## src/rtl/usb_kbd_events_if.sv

```systemverilog
// Wishbone slave bus bundle for usb_kbd_events.
// master: the bus host (drives address, data and strobes).
// slave:  the event block (returns read data and acknowledge).
interface usb_kbd_events_if;
   logic [31:0] wb_adr_i;
   logic [31:0] wb_dat_i;
   logic [31:0] wb_dat_o;
   logic        wb_we_i;
   logic        wb_stb_i;
   logic        wb_cyc_i;
   logic [3:0]  wb_sel_i;
   logic        wb_ack_o;

   modport master (
      output wb_adr_i, wb_dat_i, wb_we_i, wb_stb_i, wb_cyc_i, wb_sel_i,
      input  wb_dat_o, wb_ack_o
   );

   modport slave (
      input  wb_adr_i, wb_dat_i, wb_we_i, wb_stb_i, wb_cyc_i, wb_sel_i,
      output wb_dat_o, wb_ack_o
   );
endinterface

```

## src/rtl/usb_kbd_events.sv

```systemverilog
// usb_kbd_events: turns HID keyboard boot reports into a FIFO of key
// release / press / modifier events, read back over a Wishbone slave.
// Optional feature macro: USB_KBD_EVENTS_MOD_EN adds the modifier-change
// state (one extra busy cycle); without it modifier changes make no events.
module usb_kbd_events #(
   parameter int unsigned DEPTH = 16
) (
   input  logic             wb_clk_i,
   input  logic             wb_rst_i,
   usb_kbd_events_if.slave  wb,
   input  logic             rpt_i,
   input  logic [1:0]       typ_i,
   input  logic [7:0]       mod_i,
   input  logic [7:0]       key1_i,
   input  logic [7:0]       key2_i,
   input  logic [7:0]       key3_i,
   input  logic [7:0]       key4_i,
   output logic             int_o
);

   localparam int unsigned AW   = $clog2(DEPTH);
   localparam int unsigned CntW = AW + 1;

   localparam logic [2:0] StIdle = 3'd0;
   localparam logic [2:0] StRel  = 3'd1;
   localparam logic [2:0] StPrs  = 3'd2;
   localparam logic [2:0] StMod  = 3'd3;
   localparam logic [2:0] StUpd  = 3'd4;

   logic [2:0]      state_q, state_d;
   logic [1:0]      slot_q, slot_d;
   logic [7:0]      new_key_q [4];
   logic [7:0]      prev_key_q [4];
   logic [7:0]      new_mod_q, prev_mod_q;

   logic [9:0]      mem [DEPTH];
   logic [AW-1:0]   wr_ptr_q, rd_ptr_q;
   logic [CntW-1:0] count_q, count_d;
   logic            missed_q, ovf_q, ack_q, int_q;
   logic [31:0]     dat_q, rd_data;

   logic            rpt_kbd, latch, upd, rollover, in_new, in_prev;
   logic [7:0]      prev_sel, new_sel;
   logic            push, push_ok, pop, full, empty, req;
   logic [9:0]      push_data;
   logic [1:0]      reg_sel;
   logic [8:0]      count_ext;
   logic            clr_missed, clr_ovf;
   logic            unused_bits;

   assign unused_bits = ^{wb.wb_sel_i, wb.wb_adr_i[31:4], wb.wb_adr_i[1:0], wb.wb_dat_i[29:0]};

   assign rpt_kbd  = rpt_i && (typ_i == 2'd1);
   assign latch    = rpt_kbd && (state_q == StIdle);
   assign prev_sel = prev_key_q[slot_q];
   assign new_sel  = new_key_q[slot_q];

   // Slot membership tests and ErrorRollOver detection on the latched report
   always_comb begin
      in_new   = 1'b0;
      in_prev  = 1'b0;
      rollover = 1'b0;
      for (int j = 0; j < 4; j++) begin
         if (new_key_q[j] == prev_sel) in_new = 1'b1;
         if (prev_key_q[j] == new_sel) in_prev = 1'b1;
         if (new_key_q[j] == 8'h01) rollover = 1'b1;
      end
   end

   // Report sequencer: one candidate event per cycle, in slot order
   always_comb begin
      state_d   = state_q;
      slot_d    = slot_q;
      push      = 1'b0;
      push_data = 10'h000;
      upd       = 1'b0;
      case (state_q)
         StIdle: begin
            if (rpt_kbd) begin
               state_d = StRel;
               slot_d  = 2'd0;
            end
         end
         StRel: begin
            if (slot_q == 2'd0 && rollover) begin
               // Phantom-key report: drop it whole, keep PREV
               state_d = StIdle;
            end else begin
               if (prev_sel != 8'h00 && !in_new) begin
                  push      = 1'b1;
                  push_data = {2'b00, prev_sel};
               end
               if (slot_q == 2'd3) begin
                  state_d = StPrs;
                  slot_d  = 2'd0;
               end else begin
                  slot_d = slot_q + 2'd1;
               end
            end
         end
         StPrs: begin
            if (new_sel != 8'h00 && !in_prev) begin
               push      = 1'b1;
               push_data = {2'b01, new_sel};
            end
            if (slot_q == 2'd3) begin
`ifdef USB_KBD_EVENTS_MOD_EN
               state_d = StMod;
`else
               state_d = StUpd;
`endif
               slot_d  = 2'd0;
            end else begin
               slot_d = slot_q + 2'd1;
            end
         end
`ifdef USB_KBD_EVENTS_MOD_EN
         StMod: begin
            if (new_mod_q != prev_mod_q) begin
               push      = 1'b1;
               push_data = {2'b10, new_mod_q};
            end
            state_d = StUpd;
         end
`endif
         StUpd: begin
            upd     = 1'b1;
            state_d = StIdle;
         end
         default: state_d = StIdle;
      endcase
   end

   // Bus decode and FIFO occupancy
   assign req       = wb.wb_cyc_i && wb.wb_stb_i && !ack_q;
   assign reg_sel   = wb.wb_adr_i[3:2];
   assign empty     = (count_q == '0);
   assign full      = (count_q == CntW'(DEPTH));
   assign pop       = req && !wb.wb_we_i && (reg_sel == 2'd1) && !empty;
   // A pop in the same cycle frees the slot a full FIFO would otherwise refuse
   assign push_ok   = push && (!full || pop) && !wb_rst_i;
   assign count_ext = 9'(count_q);
   assign clr_missed = req && wb.wb_we_i && (reg_sel == 2'd0) && wb.wb_dat_i[31];
   assign clr_ovf    = req && wb.wb_we_i && (reg_sel == 2'd0) && wb.wb_dat_i[30];

   // Next FIFO count
   always_comb begin
      count_d = count_q;
      case ({push_ok, pop})
         2'b10:   count_d = count_q + 1'b1;
         2'b01:   count_d = count_q - 1'b1;
         default: count_d = count_q;
      endcase
   end

   // Register read mux
   always_comb begin
      rd_data = 32'h0;
      case (reg_sel)
         2'd0: rd_data = {missed_q, ovf_q, 14'b0, full, empty, 5'b0, count_ext};
         2'd1: rd_data = empty ? 32'h0 : {1'b1, 21'b0, mem[rd_ptr_q]};
         default: rd_data = 32'h0;
      endcase
   end

   // FIFO storage, no reset needed since pointers define validity
   always_ff @(posedge wb_clk_i) begin
      if (push_ok) mem[wr_ptr_q] <= push_data;
   end

   // Sequencer, snapshots, FIFO pointers, flags and bus response
   always_ff @(posedge wb_clk_i) begin
      if (wb_rst_i) begin
         state_q    <= StIdle;
         slot_q     <= 2'd0;
         new_key_q  <= '{default: 8'h00};
         prev_key_q <= '{default: 8'h00};
         new_mod_q  <= 8'h00;
         prev_mod_q <= 8'h00;
         wr_ptr_q   <= '0;
         rd_ptr_q   <= '0;
         count_q    <= '0;
         missed_q   <= 1'b0;
         ovf_q      <= 1'b0;
         ack_q      <= 1'b0;
         dat_q      <= 32'h0;
         int_q      <= 1'b0;
      end else begin
         state_q <= state_d;
         slot_q  <= slot_d;
         if (latch) begin
            new_key_q[0] <= key1_i;
            new_key_q[1] <= key2_i;
            new_key_q[2] <= key3_i;
            new_key_q[3] <= key4_i;
            new_mod_q    <= mod_i;
         end
         if (upd) begin
            prev_key_q <= new_key_q;
            prev_mod_q <= new_mod_q;
         end
         if (push_ok) wr_ptr_q <= wr_ptr_q + 1'b1;
         if (pop) rd_ptr_q <= rd_ptr_q + 1'b1;
         count_q  <= count_d;
         // Sets win over same-cycle clears so no event is silently lost
         missed_q <= (rpt_kbd && state_q != StIdle) || (missed_q && !clr_missed);
         ovf_q    <= (push && full && !pop) || (ovf_q && !clr_ovf);
         ack_q    <= req;
         if (req) dat_q <= wb.wb_we_i ? 32'h0 : rd_data;
         int_q    <= (count_d != '0);
      end
   end

   assign wb.wb_ack_o = ack_q;
   assign wb.wb_dat_o = dat_q;
   assign int_o       = int_q;

endmodule

```

## src/flat_wrapper.sv

```systemverilog
// flat-port wrapper written by rule: the top's interface ports become plain ports
module usb_kbd_events_flat 
#(
   parameter int unsigned DEPTH = 16
)
  (wb_clk_i, wb_rst_i, rpt_i, typ_i, mod_i, key1_i, key2_i, key3_i, key4_i, int_o, wb_wb_adr_i, wb_wb_dat_i, wb_wb_we_i, wb_wb_stb_i, wb_wb_cyc_i, wb_wb_sel_i, wb_wb_dat_o, wb_wb_ack_o);
  usb_kbd_events_if wb_i ();
  input  logic wb_clk_i;
  input  logic wb_rst_i;
  input  logic rpt_i;
  input  logic [1:0] typ_i;
  input  logic [7:0] mod_i;
  input  logic [7:0] key1_i;
  input  logic [7:0] key2_i;
  input  logic [7:0] key3_i;
  input  logic [7:0] key4_i;
  output logic int_o;
  input wire logic [$bits(wb_i.wb_adr_i)-1:0] wb_wb_adr_i;
  input wire logic [$bits(wb_i.wb_dat_i)-1:0] wb_wb_dat_i;
  input wire logic [$bits(wb_i.wb_we_i)-1:0] wb_wb_we_i;
  input wire logic [$bits(wb_i.wb_stb_i)-1:0] wb_wb_stb_i;
  input wire logic [$bits(wb_i.wb_cyc_i)-1:0] wb_wb_cyc_i;
  input wire logic [$bits(wb_i.wb_sel_i)-1:0] wb_wb_sel_i;
  output wire logic [$bits(wb_i.wb_dat_o)-1:0] wb_wb_dat_o;
  output wire logic [$bits(wb_i.wb_ack_o)-1:0] wb_wb_ack_o;
  assign wb_i.wb_adr_i = wb_wb_adr_i;
  assign wb_i.wb_dat_i = wb_wb_dat_i;
  assign wb_i.wb_we_i = wb_wb_we_i;
  assign wb_i.wb_stb_i = wb_wb_stb_i;
  assign wb_i.wb_cyc_i = wb_wb_cyc_i;
  assign wb_i.wb_sel_i = wb_wb_sel_i;
  assign wb_wb_dat_o = wb_i.wb_dat_o;
  assign wb_wb_ack_o = wb_i.wb_ack_o;
  usb_kbd_events #(.DEPTH(DEPTH)) u_core (.wb_clk_i(wb_clk_i), .wb_rst_i(wb_rst_i), .wb(wb_i), .rpt_i(rpt_i), .typ_i(typ_i), .mod_i(mod_i), .key1_i(key1_i), .key2_i(key2_i), .key3_i(key3_i), .key4_i(key4_i), .int_o(int_o));
endmodule
```

## config.mk

```make
export PLATFORM = sky130hd
export DESIGN_NAME = usb_kbd_events_flat
export DESIGN_NICKNAME = d
export VERILOG_FILES = /design/src/rtl/usb_kbd_events_if.sv /design/src/rtl/usb_kbd_events.sv /design/src/flat_wrapper.sv
export SDC_FILE = /design/constraint.sdc
export NUM_CORES = 1
export LEC_CHECK = 0
export BUFFER_PORTS_ARGS = -buffer_cell sky130_fd_sc_hd__buf_2
export CORE_ASPECT_RATIO = 1.2
export CORE_UTILIZATION = 57
export DETAILED_ROUTE_END_ITERATION = 16
export PLACE_DENSITY_LB_ADDON = 0.05
export SLEW_MARGIN = 0
export SYNTH_ARGS = -nofsm -noshare
export SYNTH_HDL_FRONTEND = slang
export SYNTH_SLANG_ARGS = --single-unit
export TNS_END_PERCENT = 5
```

## constraint.sdc

```tcl
create_clock -name wb_clk_i -period 11.5 [get_ports wb_clk_i]
set_input_delay 1.15 -clock wb_clk_i [delete_from_list [all_inputs] [get_ports wb_clk_i]]
set_output_delay 1.15 -clock wb_clk_i [all_outputs]
set_load 0.02 [all_outputs]
```

# == After elaboration in Yosys (flattened, before gate mapping) ==
# Memories as Yosys holds them, arrays and structs flattened. A register that Yosys moved wholly into a read port is not among the register bits.
# Index checks and enable logic that the tools add are counted.
# word_totals
mem_bits_rw,160
n_memories,1
register_bits,118
output_inout_bits,34
inputBits,116
wordCells,140
# memory_table
memory,depth,word_bits,read_ports,rd_ports_with_merged_regs,wr,line,source
u_core.mem,16,10,1,1,1,usb_kbd_events.sv:36,logic [9:0] mem [DEPTH];
# classes
bitwise_logic,1
eq_ne,25
n_lt_le_gt_ge,1
reduce_logical,45
n_mux,44
add_sub_neg,5
# op_table
cell,count
8-bit == test,8
32-bit 2-to-1 mux,2
32-bit one-hot mux with 2 select lines,1
8-bit 2-to-1 mux,5
8-bit binary-select mux with 2-bit select,2
"8-bit by 1-bit == test with 1-bit output, second input constant",4
1-bit logical AND,21
10-bit one-hot mux with 2 select lines,1
1-bit 2-to-1 mux,18
8-bit nonzero test,2
3-bit 2-to-1 mux,4
1-bit logical NOT,10
10-bit 2-to-1 mux,1
5-bit one-hot mux with 2 select lines,1
9-bit 2-to-1 mux,1
3-bit one-hot mux with 3 select lines,1
"4-bit by 1-bit adder with 4-bit output, second input constant",2
4-bit 2-to-1 mux,2
"2-bit by 1-bit == test with 1-bit output, second input constant",3
2-bit 2-to-1 mux,3
2-bit one-hot mux with 3 select lines,1
3-bit AND reduction,2
3-bit nonzero test,2
"5-bit by 1-bit adder with 5-bit output, second input constant",1
other kinds (18),23

# == Longest topological paths before layout ==
# logic_depth
word_depth,19
ltp_mapped,21
mapped_depth_nobuf,18

# == Least setup slack after synthesis ==
# Ideal clock, no wire load.
# synth_timing
path_type,input to register
start,input wb_wb_cyc_i
end,register u_core.int_q (netlist: u_core.int_o)
setup_slack_ns,7.014
t_arrival_ns,4.349
stages,20
setup_ns,0.137
required_time_ns,11.363
n_path_buf,3
path_cell_list,nand2_1 -> or2_2 -> clkbuf_1 -> or3_1 -> clkbuf_1 -> nor2_1 -> or3b_2 -> o21ai_4 -> or2_2 -> ha_1 -> clkbuf_1 -> xor2_1 -> ha_1 -> a21o_1 -> nand2_1 -> a21oi_1 -> a221oi_1 -> nor2_1 -> xnor2_1 -> a41oi_1
# synth_between
elab_chain_cells,11
word_cells_on_any_way,12
cone_classes,eq/ne (2); mux (1); reduce/logical (9)
# synth_lines
element,line,source
start: declaration,flat_wrapper.sv:22,input wire logic [$bits(wb_i.wb_cyc_i)-1:0] wb_wb_cyc_i;
1-bit logical AND (*) (2 in a row),usb_kbd_events.sv:135,assign req = wb.wb_cyc_i && wb.wb_stb_i && !ack_q;
1-bit logical AND (*) (3 in a row),usb_kbd_events.sv:139,assign pop = req && !wb.wb_we_i && (reg_sel == 2'd1) && !empty;
1-bit logical OR,usb_kbd_events.sv:141,assign push_ok = push && (!full || pop) && !wb_rst_i;
1-bit logical AND (2 in a row),usb_kbd_events.sv:141,
2-bit by 1-bit == test with 1-bit output / 2-bit == test (equally long branches),usb_kbd_events.sv:149,"case ({push_ok, pop})"
5-bit one-hot mux with 2 select lines (*),usb_kbd_events.sv:149,
5-bit nonzero test (*),usb_kbd_events.sv:210,int_q <= (count_d != '0);
end signal: assignment,usb_kbd_events.sv:210,
end: declaration,usb_kbd_events.sv:39,"logic missed_q, ovf_q, ack_q, int_q;"
# Mark *: on every way between the ends. The rest lies on a longest branch, timed or not.
# A chain may end at the register's enable or synchronous reset.

# == Worst setup path in the final report ==
# Same ends and word-level chain as after synthesis.

==> results.cfg <==
[outcome]
outcome = finished clean

[global_route]
grt_pass1_wl_mm = 38.6
grt_max_degree = 72
grt_usage_pct = 25.4
grt_pass1_vias = 7099
overflow = 0
grt_antenna_before_repair = 0

[setup_path]
r2r-start = u_core.slot_q[1]
cp.required_ps = 11860
critPathKind = in2reg
crit_fanout = 19
critPathLaunch = wb_wb_cyc_i
endpoint_kind = register
cp-start-kind = input port
arrival_ps = 5630

[yosys]
ys_async_sr_fraction_pct = 0
synth_top_area_cell = edfxtp_1
syn-instance-count = 901
synthFlopType = edfxtp_1
synth_area_per_cell_um2 = 12.4
ys_seq_area_share_pct = 57.3
yosysTopAreaCellShare_pct = 38.8
synth_edf_count = 144
synth_cell_types = 50
ys.warnings.count = 0
synth_area_um2 = 11100
ys_ff_latch = 247
synth_area_leaders = edfxtp_1 (39%), dfxtp_1 (19%), mux4_2 (12%)

[cts]
root_buffer = clkbuf_16
cts.htree.levels = 1
clk_latency_ps = 510
cts.sinks = 247
ctsResizeCount = 0
cts_tree = built
cts_max_path_buffers = 3
cts_setup_buffers = 0
cts.clk_slew.worst_paths_ps = 60
cts_hold_buf = 0
numCtsBuffers = 24

[power_and_ir_drop]
p_per_area_nw_per_um2 = 140
irDropWorstVdd_v = 0.000135
p_leak_nw = 4.15

[final_layout]
synthToLayoutAreaGrowth_pct = 9.40
fillers = 1536
seq_area_um2 = 6390
final_common_cell = nand2_1
layout.nets = 1055
antenna_cells = 0
drive_gt1_share_pct = 19.4
multi_input_area_um2 = 4400
final_cell_mix = nand2_1 (151), edfxtp_1 (144), dfxtp_1 (102)

[floorplan]
die_w_um = 130
start_util_pct = 58.7
io_pins = 150
dieArea_um2 = 20100
core_um2 = 19000
fp.dieH_um = 155
core.rowCount = 55

[sta]
report.final.slew_viol_count = 0
fin_crit_ps = 5270
hold_viol_final = 0
worst_slew_pin_slew_ps = 1130
max_slew_margin_pct = 24.6
setup_slack_ps = 6230
finalCritPeriodShare_pct = 45.9
final-setup-viol-count = 0
setup_tns_ps = 0
skew_ps = 18.1
rsz0062_at_grt = no
fmax_mhz = 190

[detailed_routing]
dr.pass1.iters = 4
drc = 0
first_iter_violations = 358
ant_nets = 0
wl_mm = 24.3
dr_total_vias = 7008
wl_per_cell_um = 20.2
viasPerCell = 5.83

[flow_run]
max-cap-violations = 0

[place]
gp_congestion = 0.918
io_buffers = 58
dp_slack_ps = 5730
dp_hpwl_mm = 17.2

[hold_path]
min_from = u_core.ovf_q
hold_class = reg2reg
-- flip-flops by register name (all words and copies together) (netlist names), 2 cells and up, named ones only --
signal,flops
u_core.wr_ptr_q,4
u_core.state_q,3
u_core.new_key_q,32
u_core.prev_key_q,32
u_core.rd_ptr_q,4
u_core.wb.wb_dat_o,13
u_core.count_q,5
u_core.slot_q,2
u_core.mem,144
-- metal layers --
| metal | share of wire (%) | global-route usage (%) |
|---|---|---|
| met3 | 3.6 | 2.75 |
| met5 | 0 | 0 |
| met2 | 53 | 45.0 |
| met1 | 39 | 30.7 |
| met4 | 4.4 | 12.1 |
-- worst paths after layout --
kind                        to  slack (ps)  cells past startpoint
setup / recovery  u_core.int_o        6230                     18
setup reg to reg  u_core.int_o        6240                     18
hold reg to reg   u_core.ovf_q         460                      2
hold / removal    u_core.ovf_q         460                      2
-- cells in the mapped netlist, types with 10 or more instances --
cell type and number:
mux2i_1 10, nand4_1 19, a21oi_1 87, edfxtp_1 144, dfxtp_1 103, xnor2_1 68, mux4_2 57, buf_4 22
nor2_1 49, nand2_1 151, clkbuf_1 38, buf_2 12, nor3_2 10, nand2b_1 14, ha_1 10
-- area by class of cell --
type                       instances  area share (%)
inverter                           7           0.216
clock inverter                    13           0.534
multi-input combinational        584            36.1
sequential                       247            52.4
tap                              256            2.63
clock buffer                      31            5.32
timing repair buffer              65            2.83
-- critical path, cell delays in order --
cell and delay (ps):
buf_2 70, nand2_1 50, or2_2 410, or3_1 470, nor2_1 770, or3b_2 400, o21ai_4 240, or2_2 400
ha_1 300, xor2_1 180, ha_1 260, a21o_1 190, nand2_1 60, a21oi_1 60, a221oi_1 200, nor2_1 80
xnor2_1 200, a41oi_1 140
-- logic make-up after synthesis --
logic type / count (synthesis) / synth area share [%]
and+or+nand+nor: 288 / 12.4
DFF: 247 / 57.3
AOI/OAI and AO/OA: 124 / 6.61
buffers and inverters: 88 / 4.05
xor gates and xnor gates: 73 / 5.74
muxes: 70 / 12.8
adders and majority gates: 10 / 1.12
other: 1 / 0.0337
-- per-stage QoR --
stage	utilization [%]	hold slack, ps	power [mW]	instances	instance area, µm²
finish	64.2	461	1.70	1203	12200
detailed placement	60.4	458	1.01	1159	11500
global placement	60.4	447	1.01	1159	11500
floorplan	-	432	1.00	919	11200
CTS	64.2	467	1.72	1203	12200
global route	64.2	490	1.76	1203	12200
-- power breakdown --
part	switching, mW	internal, mW
registers	0.00835	0.929
logic	0.0344	0.0213
clock network	0.313	0.398
total	0.356	1.35
(Power assumes the default switching activity.)
